--- src/rtl/seg7_pkg.sv ---
// Shared types and constants for the 7-segment scan driver.
// Segment order is {g,f,e,d,c,b,a}, active low.
package seg7_pkg;

  typedef logic [6:0] seg_t;

  // All segments dark
  localparam seg_t SEG_OFF = 7'h7F;

  // Hex glyphs 0..F, indexed by nibble value
  localparam seg_t HEX_SEG [16] = '{
    7'h40, 7'h79, 7'h24, 7'h30, 7'h19, 7'h12, 7'h02, 7'h78,
    7'h00, 7'h10, 7'h08, 7'h03, 7'h46, 7'h21, 7'h06, 7'h0E
  };

endpackage

--- src/rtl/seg7_hex_dec.sv ---
// Combinational hex nibble to active-low 7-segment glyph decoder.
module seg7_hex_dec
  import seg7_pkg::*;
(
  input  logic [3:0] nibble,
  output seg_t       seg_c
);

  // Table lookup of the glyph for the selected nibble
  always_comb begin
    seg_c = HEX_SEG[nibble];
  end

endmodule

--- src/rtl/seg7_scan_driver.sv ---
// Time-multiplexed driver for a common-anode multi-digit 7-segment display.
// Double-buffered value/enable/dp sets are swapped only on frame boundaries.
// Optional leading-zero blanking is built when SEG7_LZB_EN is defined.
module seg7_scan_driver
  import seg7_pkg::*;
#(
  parameter int unsigned DIGITS  = 8,
  parameter int unsigned CLK_DIV = 1000
) (
  input  logic                  clk,
  input  logic                  rst,
  input  logic [4*DIGITS-1:0]   value,
  input  logic [DIGITS-1:0]     digit_en,
  input  logic [DIGITS-1:0]     dp,
  input  logic                  load,
  output logic [6:0]            seg,
  output logic                  dp_n,
  output logic [DIGITS-1:0]     an,
  output logic                  frame_done
);

  localparam int unsigned CNT_W = $clog2(CLK_DIV);
  localparam int unsigned IDX_W = (DIGITS > 1) ? $clog2(DIGITS) : 1;
  localparam int unsigned VAL_W = 4 * DIGITS;

  logic [CNT_W-1:0]  cnt;
  logic [IDX_W-1:0]  idx;
  logic              tick;
  logic              wrap;

  logic [VAL_W-1:0]  pend_value;
  logic [DIGITS-1:0] pend_en;
  logic [DIGITS-1:0] pend_dp;
  logic              pend_valid;

  logic [VAL_W-1:0]  act_value;
  logic [DIGITS-1:0] act_en;
  logic [DIGITS-1:0] act_dp;

  logic [DIGITS-1:0] lz_mask;
  logic [DIGITS-1:0] an_sel;
  logic [3:0]        cur_nib;
  logic              cur_en;
  logic              cur_dp;
  logic              cur_lz;
  logic              cur_show;
  seg_t              dec_seg;

  assign tick = (cnt == CNT_W'(CLK_DIV - 1));
  assign wrap = tick && (idx == IDX_W'(DIGITS - 1));

  // Prescaler and digit index; the index wraps on the last digit's tick
  always_ff @(posedge clk or posedge rst) begin
    if (rst) begin
      cnt <= '0;
      idx <= '0;
    end else if (tick) begin
      cnt <= '0;
      idx <= (idx == IDX_W'(DIGITS - 1)) ? '0 : idx + IDX_W'(1);
    end else begin
      cnt <= cnt + CNT_W'(1);
    end
  end

  // Pending/active shadow sets; a load in the boundary cycle bypasses pending
  always_ff @(posedge clk or posedge rst) begin
    if (rst) begin
      pend_value <= '0;
      pend_en    <= '0;
      pend_dp    <= '0;
      pend_valid <= 1'b0;
      act_value  <= '0;
      act_en     <= '0;
      act_dp     <= '0;
    end else if (wrap) begin
      pend_valid <= 1'b0;
      if (load) begin
        act_value <= value;
        act_en    <= digit_en;
        act_dp    <= dp;
      end else if (pend_valid) begin
        act_value <= pend_value;
        act_en    <= pend_en;
        act_dp    <= pend_dp;
      end
    end else if (load) begin
      pend_value <= value;
      pend_en    <= digit_en;
      pend_dp    <= dp;
      pend_valid <= 1'b1;
    end
  end

`ifdef SEG7_LZB_EN
  // Leading-zero mask: digit i>0 dark while it and every higher enabled digit is zero
  always_comb begin : lzb_calc
    logic zero_above;
    zero_above = 1'b1;
    lz_mask    = '0;
    for (int i = int'(DIGITS) - 1; i >= 0; i--) begin
      zero_above = zero_above & ~(act_en[i] & (|act_value[4*i +: 4]));
      if (i > 0) begin
        lz_mask[i] = zero_above;
      end
    end
  end
`else
  // Without leading-zero blanking only digit_en darkens a digit
  always_comb begin
    lz_mask = '0;
  end
`endif

  // Select the current digit's attributes and its one-hot anode
  always_comb begin
    cur_nib = '0;
    cur_en  = 1'b0;
    cur_dp  = 1'b0;
    cur_lz  = 1'b0;
    an_sel  = '1;
    for (int i = 0; i < int'(DIGITS); i++) begin
      if (idx == IDX_W'(i)) begin
        cur_nib   = act_value[4*i +: 4];
        cur_en    = act_en[i];
        cur_dp    = act_dp[i];
        cur_lz    = lz_mask[i];
        an_sel[i] = 1'b0;
      end
    end
  end

  assign cur_show = cur_en & ~cur_lz;

  seg7_hex_dec u_dec (
    .nibble (cur_nib),
    .seg_c  (dec_seg)
  );

  // Registered pin drive; anodes are dark for the first cycle of each slot
  always_ff @(posedge clk or posedge rst) begin
    if (rst) begin
      seg        <= SEG_OFF;
      dp_n       <= 1'b1;
      an         <= '1;
      frame_done <= 1'b0;
    end else begin
      seg        <= cur_show ? dec_seg : SEG_OFF;
      dp_n       <= ~(cur_dp & cur_show);
      an         <= (cnt == '0) ? '1 : an_sel;
      frame_done <= wrap;
    end
  end

endmodule
--- config.mk ---
export PLATFORM = sky130hd
export DESIGN_NAME = seg7_scan_driver
export DESIGN_NICKNAME = d
export VERILOG_FILES = /design/src/rtl/seg7_pkg.sv /design/src/rtl/seg7_hex_dec.sv /design/src/rtl/seg7_scan_driver.sv
export SDC_FILE = /design/constraint.sdc
export NUM_CORES = 1
export LEC_CHECK = 0
export CORE_MARGIN = 1.5
export CORE_UTILIZATION = 51
export CTS_BUF_LIST = sky130_fd_sc_hd__clkbuf_8 sky130_fd_sc_hd__clkbuf_16
export DETAILED_ROUTE_END_ITERATION = 16
export GPL_TIMING_DRIVEN = 0
export PLACE_DENSITY = 0.85
export SLEW_MARGIN = 10
export SYNTH_ARGS = -nofsm -noshare
export SYNTH_HDL_FRONTEND = slang
export SYNTH_SLANG_ARGS = --single-unit
--- constraint.sdc ---
create_clock -name clk -period 4.6 [get_ports clk]
set_input_delay 1.38 -clock clk [delete_from_list [all_inputs] [get_ports clk]]
set_output_delay 1.38 -clock clk [all_outputs]
set_load 0.02 [all_outputs]
After elaboration in Yosys (flattened, before gate mapping):

Memory sizes are Yosys's and may differ from the RTL's.
Cells that the tools add are included.
W data, S select, Z words.

* memories kept: 1
* bits in read-only memories: 112
* logic and storage cells: 82
* output and inout bits: 17
* flip-flop bits (word level): 127

Memories
* (no name shown): depth 16, width 7, read ports 1, clocked after Yosys merged registers in 0, wr ports 0, RTL line seg7_hex_dec.sv:11 `seg_c = HEX_SEG[nibble];`

* magnitude comparators: 1
* bitwise operators: 4
* multiplexer cells: 46
* $add $sub $neg: 2
* equal/unequal tests: 8
* reductions and logical operators: 7

Operator list (count)
* $mux W32: 2
* $mux W8: 5
* $mux W4: 8
* $mux W1: 26
* $mux W7: 3
* $eq A3 B3 Y1 const B: 4
* $add A10 B1 Y10 const B: 1
* $eq A10 B10 Y1 const B: 1
* $logic_not A10 Y1: 1
* $mux W10: 1
* $eq A3 B2 Y1 const B: 2
* $ge A5 B5 Y1 const B: 1
* $not A4 Y5: 1
* $reduce_and A2 Y1: 2
* $reduce_bool A2 Y1: 2
* $add A3 B1 Y3 const B: 1
* $eq A3 B1 Y1 const B: 1
* $logic_not A3 Y1: 1
* $mux W3: 1
* $not A1 Y1: 2
* $and A1 B1 Y1: 1
* $logic_and A1 B1 Y1: 1

Longest topological paths before layout:

* word-level depth: 14
* mapped depth: 14

Hierarchy:

Synthesis repeated with hierarchy kept, for this count alone.

* cell total of the unflattened synthesis: 545
* area, all modules: 6242.2 µm²

By module, submodules not included
* seg7_scan_driver: area an instance 5985.7 µm², cells an instance 509, seq. area each 3198.1 µm², times used 1
* seg7_hex_dec: area an instance 256.5 µm², cells an instance 36, seq. area each 0.0 µm², times used 1

Worst setup path before layout:

OpenSTA, ideal clock, no wires.

* kind: register -> register
* from: register idx[0]
* to: register seg[3]
* path buffers: 1
* required time: 4508 ps
* arrival: 2707 ps
* cell stages (with the launch flop): 14
* slack: 1802 ps
* library setup time: 92 ps
* period minus slack after synthesis: 2798 ps
* path through: dfrtp_1 -> ha_1 -> ha_1 -> buf_2 -> nor2b_1 -> a2111oi_0 -> o41ai_1 -> a21oi_1 -> inv_1 -> ha_1 -> inv_1 -> mux4_2 -> inv_1 -> nand2_1

* cells in the longest elaborated chain, start to end: 14

Ends and longest elaborated chain
* from (decl): RTL line seg7_scan_driver.sv:27 `logic [IDX_W-1:0] idx;`
* from (signal assigned): RTL line seg7_scan_driver.sv:59 `idx <= (idx == IDX_W'(DIGITS - 1)) ? '0 : idx + IDX_W'(1);`
* $logic_not A3 Y1: RTL line seg7_scan_driver.sv:122 `if (idx == IDX_W'(i)) begin`
* $mux W4 (8 in a row): RTL line seg7_scan_driver.sv:122
* $not A4 Y5 (not written as such): RTL line seg7_hex_dec.sv:11
* $mem_v2 Z16 W7
* $mux W7 (not written as such) (2 in a row): RTL line seg7_hex_dec.sv:11
* $mux W7 (*): RTL line seg7_scan_driver.sv:147 `seg <= cur_show ? dec_seg : SEG_OFF;`
* to (signal assigned): RTL line seg7_scan_driver.sv:147
* to (decl): RTL line seg7_scan_driver.sv:16 `output logic [6:0] seg,`

Every way passes the cells marked *; elsewhere a longest branch is shown, timed or not. The select of a mux whose other input is x is not followed.
A chain may end at the register's enable or synchronous reset.

Worst setup path after layout:

* from: register idx[1]
* to: register seg[3]

Same word-level chain as after synthesis.

==> impl_metrics.tcl <==
set metrics [dict create \
    status "finished with violations" \
    violations "DRC" \
    worstHoldPathType "register to register" \
    synthTopCellsByCount "111 x dfrtp_1, 71 x nand2_1, 58 x o21ai_0" \
    critPathLaunch "idx[1]" \
    yosysUniqueCellTypes 55 \
    p_int_w 0.00216 \
    coreArea_sq_um 11600 \
    r2r_cells 14 \
    overflow 0 \
    cpMostUsedCell "inv_1" \
    hp-start "act_value[8]" \
    cts_setup_buffers 0 \
    clkPwrFrac_pct 50.0 \
    slew_viol_final 0 \
    worst_skew_pair.late_latency_ps 430 \
    die_h_um 112 \
    crit_type "register to register" \
    grt_max_degree 41 \
    clk_pin_slew_ps 60 \
    initial_utilization_pct 52.9 \
    wl_met3_um 667 \
    die_width_um 112 \
    hpwl_um 10200 \
    tns_ps 0 \
    maxSlewHeadroom_pct 48.3 \
    htreeDepth 4 \
    rows 39 \
    avgViaCountPerCell 5.75 \
    netlist_instances 548 \
    crit_slowest_cell "a21oi_1" \
    period_minus_slack_ps 3430 \
    synthToLayoutAreaGrowth_pct 24.7 \
    min_path_cells 2 \
    synth_top_area_share_pct 45.4 \
    drc 5 \
    clockRootBuffer "clkbuf_16" \
    grt_usage_pct 24.6 \
    synthTopCellsByArea "dfrtp_1 45%, mux2_2 8.7%, mux2i_1 8.2%" \
    layout-drive-gt1-share_pct 20.2 \
    ant_nets 0 \
    drtIter0Drc 219 \
    reg2reg_from "idx[1]" \
    wl_um 14100 \
    routabilityCongestion 0.842 \
    cp.arrival_ps 3760 \
    io_pins 68 \
    antenna_found_initial 0 \
    diodes 0 \
    p_leak_nw 3.31 \
    maxCapViolations 0 \
    worstMarginPinSlew_ps 776 \
    crit_path_cell_trace "inv_1 > ha_1 > buf_2 > buf_4 > nand2_1 > a2111oi_0 > o41ai_1 > a21oi_1 > inv_1 > ha_1 > inv_1 > mux4_2 > inv_1 > nand2_1" \
    clockBufferDepth 2 \
    seq_area_sq_um 3200 \
    cp.required_ps 4930 \
    wl_met1_um 5970 \
    cts_resized 0 \
    multiInputGateArea_sq_um 2620 \
    cts_made_buffers 17 \
    yosysWarningCount 0 \
    end_kind "register" \
    grt_pass1_wl_um 24000 \
    grt_pass1_vias 4816 \
    netlist_area_sq_um 6110 \
    final_net_count 701 \
    yosys.area.top_type "dfrtp_1" \
    regToRegEndpoint "seg[3]" \
    dr_wl_met2_um 7010 \
    num-fill-cells 857 \
    synth_flop_cell "dfrtp_1" \
    tritoncts "done" \
    num_vias 4547 \
    power.density_nw_per_um2 361 \
    async_reset_ff_share_pct 100 \
    power_frac_comb_pct 7.0 \
    syn_avg_cell_area_sq_um 11.2 \
    rsz0062_at_grt "no" \
    synth-edff-count 0 \
    hold_violations 0 \
    synthMostInstantiatedCell "dfrtp_1" \
    seq_area_frac_synth_pct 52.3 \
    slowest_delay_ps 450 \
    p_switching_w 0.000592 \
    whs_endpoint "act_value[8]" \
    regToRegSetupSlack_ps 1170 \
    synth-seq-cells 127 \
    cts_sinks 127 \
    cp-start-kind "register" \
    ctsHoldBuffers 0 \
    top_layer_used "met4" \
    synth_nets 613 \
    critPathMaxFanout 10 \
    fin_util_pct 65.9 \
    switching_share_pct 21.5 \
    whs_ps 473 \
    report.final.setup_viol 0 \
    firstDrtPassIters 11 \
    finClkSkew_ps 7.46 \
    share_seq_of_total_power_pct 43.0 \
    portBuffers 66 \
    peakVddDrop_mv 0.223 \
    max_freq_mhz 291 \
    die-area_sq_um 12700 \
    period_share_pct 74.6 \
    wl_per_cell_um 17.8 \
]
## layout by cell type (no fill, tap or decap), types with 4 or more instances in the layout
master and n:
a21oi_1 19, buf_12 5, buf_2 13, buf_6 4, clkbuf_1 10, clkbuf_16 17, clkdlybuf4s50_1 66, clkinv_2 5
dfrtp_1 111, dfstp_2 16, ha_1 14, inv_1 17, mux2_2 47, mux2i_1 50, nand2_1 71, nand2b_1 6
nand3_1 16, nor2_1 21, nor2b_1 8, o21ai_0 58, xor2_1 4
## metal layers
metal	vias up	GRT usage [%]
li1	2095	-
met1	2274	30.6
met2	136	40.2
met3	42	6.53
met4	0	11.5
met5	-	0
## flip-flops by register name (all words and copies together) (netlist names)
name        flops
act_dp          8
act_en          8
act_value      32
an              8
cnt            10
dp_n            1
frame_done      1
idx             3
pend_dp         8
pend_en         8
pend_valid      1
pend_value     32
seg             7
## final cells by class
type,count,share of cell area (%)
buffer,35,3.05
clock inverter,11,1.82
sequential,127,42.0
inverter,18,0.936
multi-input combinational,368,34.3
clock buffer,20,6.12
tap,143,2.35
timing repair buffer,69,9.46
## worst max path at each step
stage,depth (start not counted),to
6_report,14,seg[3]
5_1_grt,14,seg[3]
3_3_place_gp,2,pend_dp[7]
3_5_place_dp,14,seg[3]
4_1_cts,14,seg[3]
2_1_floorplan,1,act_dp[0]
## worst max-delay path: cells and delay by family, from the launching register on
kind | cells | cell delay, ps
AOI/OAI and AO/OA | 3 | 1050
buffers and inverters | 6 | 830
adders and majority gates | 2 | 490
muxes | 1 | 450
DFF | 1 | 400
and+or+nand+nor | 2 | 120
## cell families after synthesis
family	count (synthesis)	share of synthesized area [%]
AO/OA/AOI/OAI	109	10.8
AND/OR/NAND/NOR	139	10.7
XOR/XNOR	7	1.00
multiplexers	99	17.4
adder cells (fa/ha/maj)	14	2.87
buffers and inverters	53	4.91
flip-flops	127	52.3
## per-stage QoR
| stage | cells | power (W) | setup WS (ps) | instance area, sq um |
|---|---|---|---|---|
| 6_report | 791 | 0.00275 | 1170 | 7620 |
| 5_1_grt | 791 | 0.00283 | 930 | 7620 |
| 4_1_cts | 791 | 0.00276 | 1190 | 7620 |
| 3_5_place_dp | 760 | 0.00139 | 1220 | 7020 |
| 3_3_place_gp | 757 | 0.00138 | 633 | 6960 |
| 2_1_floorplan | 548 | 0.00131 | 1670 | 6120 |
## power by group through the flow
stage	combinational, W	sequential (W)	clock, W
2_1_floorplan	0.000112	0.00119	0
3_3_place_gp	0.000178	0.00120	0
3_5_place_dp	0.000192	0.00120	0
4_1_cts	0.000194	0.00118	0.00139
5_1_grt	0.000209	0.00119	0.00144
6_report	0.000191	0.00118	0.00137
Note: power is estimated with default switching activity, not from simulation.
